`src/rtl/branch_predictor.sv`:
```
// branch_predictor
//   Direct-mapped BTB with optional 2-bit saturating direction counters.
//   IF looks up pc_in combinationally to choose next_pc; EX writes back one
//   resolved control instruction per cycle and gets mispredict/recover_pc.
//   Branch and mispredict counts are kept and saturate at all-ones.
//
// Ports
//   Clk, Reset_N               clock (posedge), async active-low reset
//   pc_in                      IF-stage PC to look up
//   pred_taken, pred_target    prediction for pc_in (target 0 on miss)
//   next_pc                    pred_taken ? pred_target : pc_in+1
//   upd_valid, upd_is_branch   EX resolves a branch (1) or jump (0)
//   upd_pc, upd_taken, upd_target              resolved outcome
//   upd_pred_taken, upd_pred_target            prediction made in IF
//   mispredict, recover_pc     EX redirect information
//   num_branches, num_mispredicts              saturating statistics
//
// Parameters
//   WORD_SIZE   PC/target/statistic width
//   INDEX_BITS  log2 of BTB entries; index = PC[INDEX_BITS-1:0]
//   MODE        0 never taken, 1 taken on BTB hit, 2 hit and counter[1]
module branch_predictor #(
  parameter int WORD_SIZE  = 16,
  parameter int INDEX_BITS = 4,
  parameter int MODE       = 2
) (
  input  logic                 Clk,
  input  logic                 Reset_N,
  input  logic [WORD_SIZE-1:0] pc_in,
  output logic                 pred_taken,
  output logic [WORD_SIZE-1:0] pred_target,
  output logic [WORD_SIZE-1:0] next_pc,
  input  logic                 upd_valid,
  input  logic                 upd_is_branch,
  input  logic [WORD_SIZE-1:0] upd_pc,
  input  logic                 upd_taken,
  input  logic [WORD_SIZE-1:0] upd_target,
  input  logic                 upd_pred_taken,
  input  logic [WORD_SIZE-1:0] upd_pred_target,
  output logic                 mispredict,
  output logic [WORD_SIZE-1:0] recover_pc,
  output logic [WORD_SIZE-1:0] num_branches,
  output logic [WORD_SIZE-1:0] num_mispredicts
);

  localparam int ENTRIES = 1 << INDEX_BITS;
  localparam int TAG_W   = WORD_SIZE - INDEX_BITS;

  logic                 valid_q  [ENTRIES];
  logic [TAG_W-1:0]     tag_q    [ENTRIES];
  logic [WORD_SIZE-1:0] target_q [ENTRIES];
  logic [1:0]           ctr_q    [ENTRIES];

  logic [INDEX_BITS-1:0] look_idx;
  logic [INDEX_BITS-1:0] upd_idx;
  logic                  look_hit;
  logic                  upd_hit;

  assign look_idx = pc_in[INDEX_BITS-1:0];
  assign upd_idx  = upd_pc[INDEX_BITS-1:0];
  assign look_hit = valid_q[look_idx] && (tag_q[look_idx] == pc_in[WORD_SIZE-1:INDEX_BITS]);
  assign upd_hit  = valid_q[upd_idx] && (tag_q[upd_idx] == upd_pc[WORD_SIZE-1:INDEX_BITS]);

  // Lookup reads the registered table only, so an update to the same index
  // in this cycle is not bypassed and becomes visible one cycle later.
  always_comb begin
    pred_taken  = 1'b0;
    pred_target = look_hit ? target_q[look_idx] : '0;
    if (MODE == 1) begin
      pred_taken = look_hit;
    end else if (MODE == 2) begin
      pred_taken = look_hit && ctr_q[look_idx][1];
    end
    next_pc = pred_taken ? pred_target : pc_in + WORD_SIZE'(1);
  end

  // A taken instruction is mispredicted if the direction differs or the
  // predicted target was wrong; a not-taken one only on direction.
  assign mispredict = upd_valid &&
                      ((upd_pred_taken != upd_taken) ||
                       (upd_taken && (upd_pred_target != upd_target)));
  assign recover_pc = upd_taken ? upd_target : upd_pc + WORD_SIZE'(1);

  // Table maintenance is independent of MODE so modes can be swapped freely.
  // Not-taken misses are not allocated: they would only predict fall-through.
  always_ff @(posedge Clk or negedge Reset_N) begin
    if (!Reset_N) begin
      for (int i = 0; i < ENTRIES; i++) begin
        valid_q[i]  <= 1'b0;
        tag_q[i]    <= '0;
        target_q[i] <= '0;
        ctr_q[i]    <= 2'b01;
      end
    end else if (upd_valid) begin
      if (upd_hit) begin
        if (upd_is_branch) begin
          if (upd_taken) begin
            target_q[upd_idx] <= upd_target;
            if (ctr_q[upd_idx] != 2'b11) ctr_q[upd_idx] <= ctr_q[upd_idx] + 2'b01;
          end else if (ctr_q[upd_idx] != 2'b00) begin
            ctr_q[upd_idx] <= ctr_q[upd_idx] - 2'b01;
          end
        end else begin
          target_q[upd_idx] <= upd_target;
          ctr_q[upd_idx]    <= 2'b11;
        end
      end else if (upd_taken) begin
        valid_q[upd_idx]  <= 1'b1;
        tag_q[upd_idx]    <= upd_pc[WORD_SIZE-1:INDEX_BITS];
        target_q[upd_idx] <= upd_target;
        ctr_q[upd_idx]    <= upd_is_branch ? 2'b10 : 2'b11;
      end
    end
  end

  // Statistics stick at all-ones instead of wrapping.
  always_ff @(posedge Clk or negedge Reset_N) begin
    if (!Reset_N) begin
      num_branches    <= '0;
      num_mispredicts <= '0;
    end else begin
      if (upd_valid && (num_branches != '1)) begin
        num_branches <= num_branches + WORD_SIZE'(1);
      end
      if (mispredict && (num_mispredicts != '1)) begin
        num_mispredicts <= num_mispredicts + WORD_SIZE'(1);
      end
    end
  end

endmodule

```
`config.mk`:
```
export PLATFORM = sky130hd
export DESIGN_NAME = branch_predictor
export DESIGN_NICKNAME = d
export VERILOG_FILES = /design/src/rtl/branch_predictor.sv
export SDC_FILE = /design/constraint.sdc
export NUM_CORES = 1
export LEC_CHECK = 0
export ABC_CLOCK_PERIOD_IN_PS = 9100
export BUFFER_PORTS_ARGS = -buffer_cell sky130_fd_sc_hd__buf_4
export CORE_AREA = 2 2 197 296
export CTS_CLUSTER_DIAMETER = 40
export DETAILED_ROUTE_END_ITERATION = 12
export DIE_AREA = 0 0 199 298
export PLACE_DENSITY = 0.67
export SLEW_MARGIN = 20
export SYNTH_ARGS = -nofsm -noshare
export SYNTH_HDL_FRONTEND = slang
export SYNTH_SLANG_ARGS = --single-unit
```
`constraint.sdc`:
```
create_clock -name Clk -period 9.1 [get_ports Clk]
set_input_delay 0 -clock Clk [delete_from_list [all_inputs] [get_ports Clk]]
set_output_delay 0 -clock Clk [all_outputs]
set_load 0.03 [all_outputs]
```
### Yosys cells after proc, flatten, opt, wreduce, memory -nomap -nowiden

Cells that the tools add are included.

* bits in registers: 528
* input port bits: 70
* output and inout bits: 82

* add/subtract/negate cells: 6
* $lt $le $gt $ge: 3
* equality and inequality tests: 9
* mux-type cells: 47
* bitwise gates (word level): 5
* reductions and logical operators: 13

Operator list (count)
* 2-to-1 mux 256 bit: 3
* bitwise mux 256 bit: 1
* bitwise mux 192 bit: 1
* 2-to-1 mux 32 bit: 6
* binary-select mux 12 bit (select 4 bit): 2
* bitwise mux 32 bit: 3
* 2-to-1 mux 16 bit: 6
* adder 16 x 1 -> 16 bit, second input constant: 4
* binary-select mux 16 bit (select 4 bit): 1
* demux 16 bit (select 4 bit): 1
* 2-to-1 mux 12 bit: 5
* demux 12 bit (select 4 bit): 1
* inequality test 16 bit, second input constant: 2
* bitwise OR 32 bit: 1
* == test 12 bit: 2
* binary-select mux 2 bit (select 4 bit): 2
* inequality test 16 bit: 1
* bitwise OR 16 bit: 1
* greater-or-equal comparator 5 bit, second input constant: 2
* 2-to-1 mux 2 bit: 5
* inverter 4 -> 5 bit: 2
* binary-select mux 1 bit (select 4 bit): 2
* demux 2 bit (select 4 bit): 1
* logical AND 1 bit: 8
* other kinds (14): 20

### Logic depth before layout (Yosys ltp)

* depth after elaboration: 10
* depth in mapped cells: 17

### Worst setup path before layout

Ideal clock, no wire load.

* kind: input -> register
* from: input upd_pc[0]
* to: register ctr_q[25] (netlist name)
* library setup time: 0.131 ns
* arrival: 3.226 ns
* required time: 8.969 ns
* slack: 5.742 ns
* stages: 14
* cell sequence: buf_6 -> buf_6 -> buf_2 -> buf_1 -> mux4_2 -> mux4_2 -> inv_1 -> ha_1 -> nor2_1 -> a21oi_1 -> nor4bb_1 -> clkbuf_1 -> buf_2 -> a22oi_1

* word-level cells in the longest chain between the ends: 10

Ends and longest elaborated chain
* start: declaration: RTL line 35 `input logic [WORD_SIZE-1:0] upd_pc,`
* inverter 4 -> 5 bit (*)
* binary-select mux 2 bit (select 4 bit), or another cell as far along: RTL line 99, 100, 101
* 2-to-1 mux 2 bit (implied by the code) / logical AND 1 bit (equally long branches)
* 2-to-1 mux 2 bit, on equally long branches
* subtractor 2 x 1 -> 2 bit, or another cell as far along: RTL line 101 `ctr_q[upd_idx] <= ctr_q[upd_idx] - 2'b01;`
* bitwise mux 32 bit, on equally long branches: RTL line 101, 99
* 2-to-1 mux 32 bit, on equally long branches: RTL line 100, 99
* 2-to-1 mux 32 bit: RTL line 97 `if (upd_taken) begin`
* 2-to-1 mux 32 bit: RTL line 96 `if (upd_is_branch) begin`
* 2-to-1 mux 32 bit: RTL line 95 `if (upd_hit) begin`
* end signal: indexed assignment: RTL line 101
* end signal: indexed assignment: RTL line 111 `ctr_q[upd_idx] <= upd_is_branch ? 2'b10 : 2'b11;`
* end: declaration: RTL line 52 `logic [1:0] ctr_q [ENTRIES];`

Every way passes the cells marked *; elsewhere a longest branch is shown, timed or not. The select of a mux whose other input is x is not followed.
A chain may end at the register's enable or synchronous reset.

### Worst setup path in the final report

* from: input pc_in[1]
* to: output next_pc[7]

* word-level cells in the longest chain between the ends: 8

Ends and longest elaborated chain
* start: declaration: RTL line 29 `input logic [WORD_SIZE-1:0] pc_in,`
* inverter 4 -> 5 bit (implied by the code): RTL line 61, 68, 72
* binary-select mux 12 bit (select 4 bit): RTL line 61 `assign look_hit = valid_q[look_idx] && (tag_q[look_idx] == pc_in[WORD_SIZE-1:INDEX_BITS]);`
* 2-to-1 mux 12 bit (implied by the code) (2 in a row): RTL line 61
* == test 12 bit: RTL line 61
* logical AND 1 bit: RTL line 61
* 2-to-1 mux 16 bit / logical AND 1 bit (equally long branches): RTL line 68, 72
* 2-to-1 mux 16 bit (*): RTL line 74 `next_pc = pred_taken ? pred_target : pc_in + WORD_SIZE'(1);`
* end: declaration: RTL line 32 `output logic [WORD_SIZE-1:0] next_pc,`

Marks and branches as above.

==> results.toml <==
[finish]
seqCellArea_um2 = 13200
area_growth_pct = 12.8
final_cells = 2909
final_core_util_pct = 56.2
drive_gt1_share_pct = 36.6
final_common_cell = "dfrtp_1"
multi_input_comb_area_um2 = 13800
antenna_cells = 0
nNetsFinal = 2179
layout_common_cells = "512 x dfrtp_1, 280 x mux2_2, 189 x mux2_1"
fillCellCount = 4616

[power_and_ir_drop]
power_leakage_nw = 14.1
swShare_pct = 28.6
finalPower_mw = 6.89
power_frac_seq_pct = 45.1
combPwrFrac_pct = 20.2
p_switching_mw = 1.97
ir_drop_mv = 0.158
power.internal_mw = 4.93
pwr_density_cell_nw_per_um2 = 217
clkPwrFrac_pct = 34.7

[run_status]
status = "complete, but fails checks"
violations = "hold timing"

[synthesis]
yosysSeqAreaShare_pct = 46.9
yosys_warnings = 0
async_reset_ff_share_pct = 100
synth_ff_type = "dfrtp_1"
synth_seq_cells = 528
netlist_area_um2 = 28200
netlist_instances = 2018
syn_nets = 2097
post_synth_num_cell_types = 59
syn_area_per_cell_um2 = 14.0
synth_edf_count = 0

[cts]
post-cts-setup-buffer-count = 0
cts_buffer_depth = 3
clock-sinks = 528
clkTransAtPathRegs_ps = 60
cts_resized = 0
cts_buffers = 58
insertion_delay_ps = 640
cts_max_level = 2
cts_tree = "built"
root_buffer = "clkbuf_16"

[detailed_routing]
drtAntennaViolNets = 0
firstDrtPassIters = 6
dr.first_iter.drc_count = 1197
wl_per_cell_um = 27.5
viasPerCell = 6.14
drc = 0
wl_um = 79900
num_vias = 17900

[global_routing]
grt_first_pass_wirelength_um = 122000
grt_busiest_layer = "met2"
met2_usage_pct = 47.6
antenna_found_initial = 2
use_met3_pct = 3.84
grt_overflow = 0
track_usage_pct = 27.8
first_global_vias = 19000
met1_usage_pct = 34.0
grt_max_degree = 188

[place]
place_ws_ps = 3570
dp.cells = 2769
dp_hpwl_um = 51700
portBuffers = 151
place.gp.congestion = 0.943

[die]
core_area_um2 = 56600
rows = 107
ios = 152
fp.dieH_um = 298
start_util_pct = 49.8
die-area_um2 = 59300
die_x_um = 199

[critical_path]
path_depth = 11
worstRegToRegCells = 9
crit_path_end_kind = "output pin"
cpMaxStageDelayCell = "nor2b_4"
required_ps = 9100
path_common_cell = "buf_4"
startpoint_type = "input port"
critPathTopFamily = "simple AND/OR/NAND/NOR gates"
crit_fanout = 52
rr_endpoint = "tag_q[143]"
slowest_delay_ps = 920
worstPathCellList = "buf_4 > buf_4 > mux4_2 > xnor2_1 > nand3_1 > a311oi_1 > and4_1 > nand3_1 > nor2b_4 > mux2_2 > buf_4"
r2r_start = "tag_q[63]"
reg2reg_slack_ps = 4720
crit_buf_inv = 3
crit_type = "in -> out"
arrival_ps = 5370

[timing]
fin_skew_ps = 29.8
final-hold-violation-count = 14
finalMaxSlewViolations = 0
finalSetupViolations = 0
post-route-min-period_ps = 5370
final.period_utilization_pct = 59.0
rsz0062_at_grt = "false"
worstMarginPinSlew_ps = 1120
fmax_mhz = 186
fin_setup_tns_ps = 0
whs_ps = -31.0
maxSlewHeadroom_pct = 25.2
fin_ws_ps = 3730

[worst_hold_path]
hp-class = "in -> async"

[job]
cap_violations = 0
-- per-layer routing --
layer | vias up | share of wire (%)
li1 | 7603 | -
met1 | 9449 | 38
met2 | 592 | 52
met3 | 213 | 4.5
met4 | 4 | 5.5
met5 | - | 0.035
-- power by group through the flow --
stage          clock [mW]  combinational [mW]  sequential, mW
2_1_floorplan           0               0.956            3.08
3_3_place_gp            0                1.34            3.10
3_5_place_dp            0                1.38            3.14
4_1_cts              2.44                1.40            3.10
5_1_grt              2.53                1.49            3.16
6_report             2.40                1.39            3.11
-- worst register-to-register path, delay by kind of cell, from the launching register on --
| family | cells | cell delay [ps] |
|---|---|---|
| AO/OA/AOI/OAI | 2 | 960 |
| XOR/XNOR | 1 | 80 |
| buffers and inverters | 1 | 330 |
| flip-flops | 1 | 400 |
| multiplexers | 3 | 1080 |
| AND/OR/NAND/NOR | 2 | 1400 |
-- registers in the layout, indices dropped and copies added, names as in the netlist --
| signal | cells |
|---|---|
| ctr_q | 32 |
| num_branches | 16 |
| num_mispredicts | 16 |
| tag_q | 192 |
| target_q | 256 |
| valid_q | 16 |
-- layout make-up --
class,instances,area share [%]
Inverter,49,0.578
Sequential cell,528,41.6
Tap cell,763,3.00
Timing Repair Buffer,204,5.31
Multi-Input combinational cell,1259,43.3
Clock buffer,72,4.95
Clock inverter,34,1.21
-- logic make-up after synthesis --
group                      Yosys count  synth area share [%]
buffers and inverters              231                  4.27
xor gates and xnor gates           101                  3.14
and+or+nand+nor                    299                  5.62
AOI/OAI and AO/OA                  124                  3.62
DFF                                528                  46.9
adders and majority gates            9                 0.399
muxes                              726                  36.0
-- synthesized netlist by cell type, drive strengths merged (40+ instances only) --
master  count  area share [%]
nand2      99             1.3
inv        48            0.64
mux2i      72             2.6
clkbuf     90             1.2
mux4      185              15
buf        92             2.4
mux2      469              19
nand3      40            0.87
dfrtp     512              45
xnor2      68             2.1
-- per-stage QoR --
step                      cell area, µm²  hold slack [ps]
final                              31800            -31.0
after detailed placement           29500             74.8
after floorplan                    28200             -296
after CTS                          31800             6.45
after global routing               31800             52.8
after global placement             29500             51.1
-- timing repair --
action,CTS,global route
hold endpoints to repair,574,0
setup endpoints to repair,0,0
hold buffers,32,0
-- how the worst max path moves through the flow --
stage               start         end
2_1_floorplan   upd_pc[0]   ctr_q[25]
3_3_place_gp     pc_in[1]  next_pc[7]
3_5_place_dp     pc_in[1]  next_pc[7]
4_1_cts        tag_q[123]  next_pc[7]
5_1_grt          pc_in[1]  next_pc[7]
6_report         pc_in[1]  next_pc[7]
No activity file was read; power rests on OpenSTA's default activity.
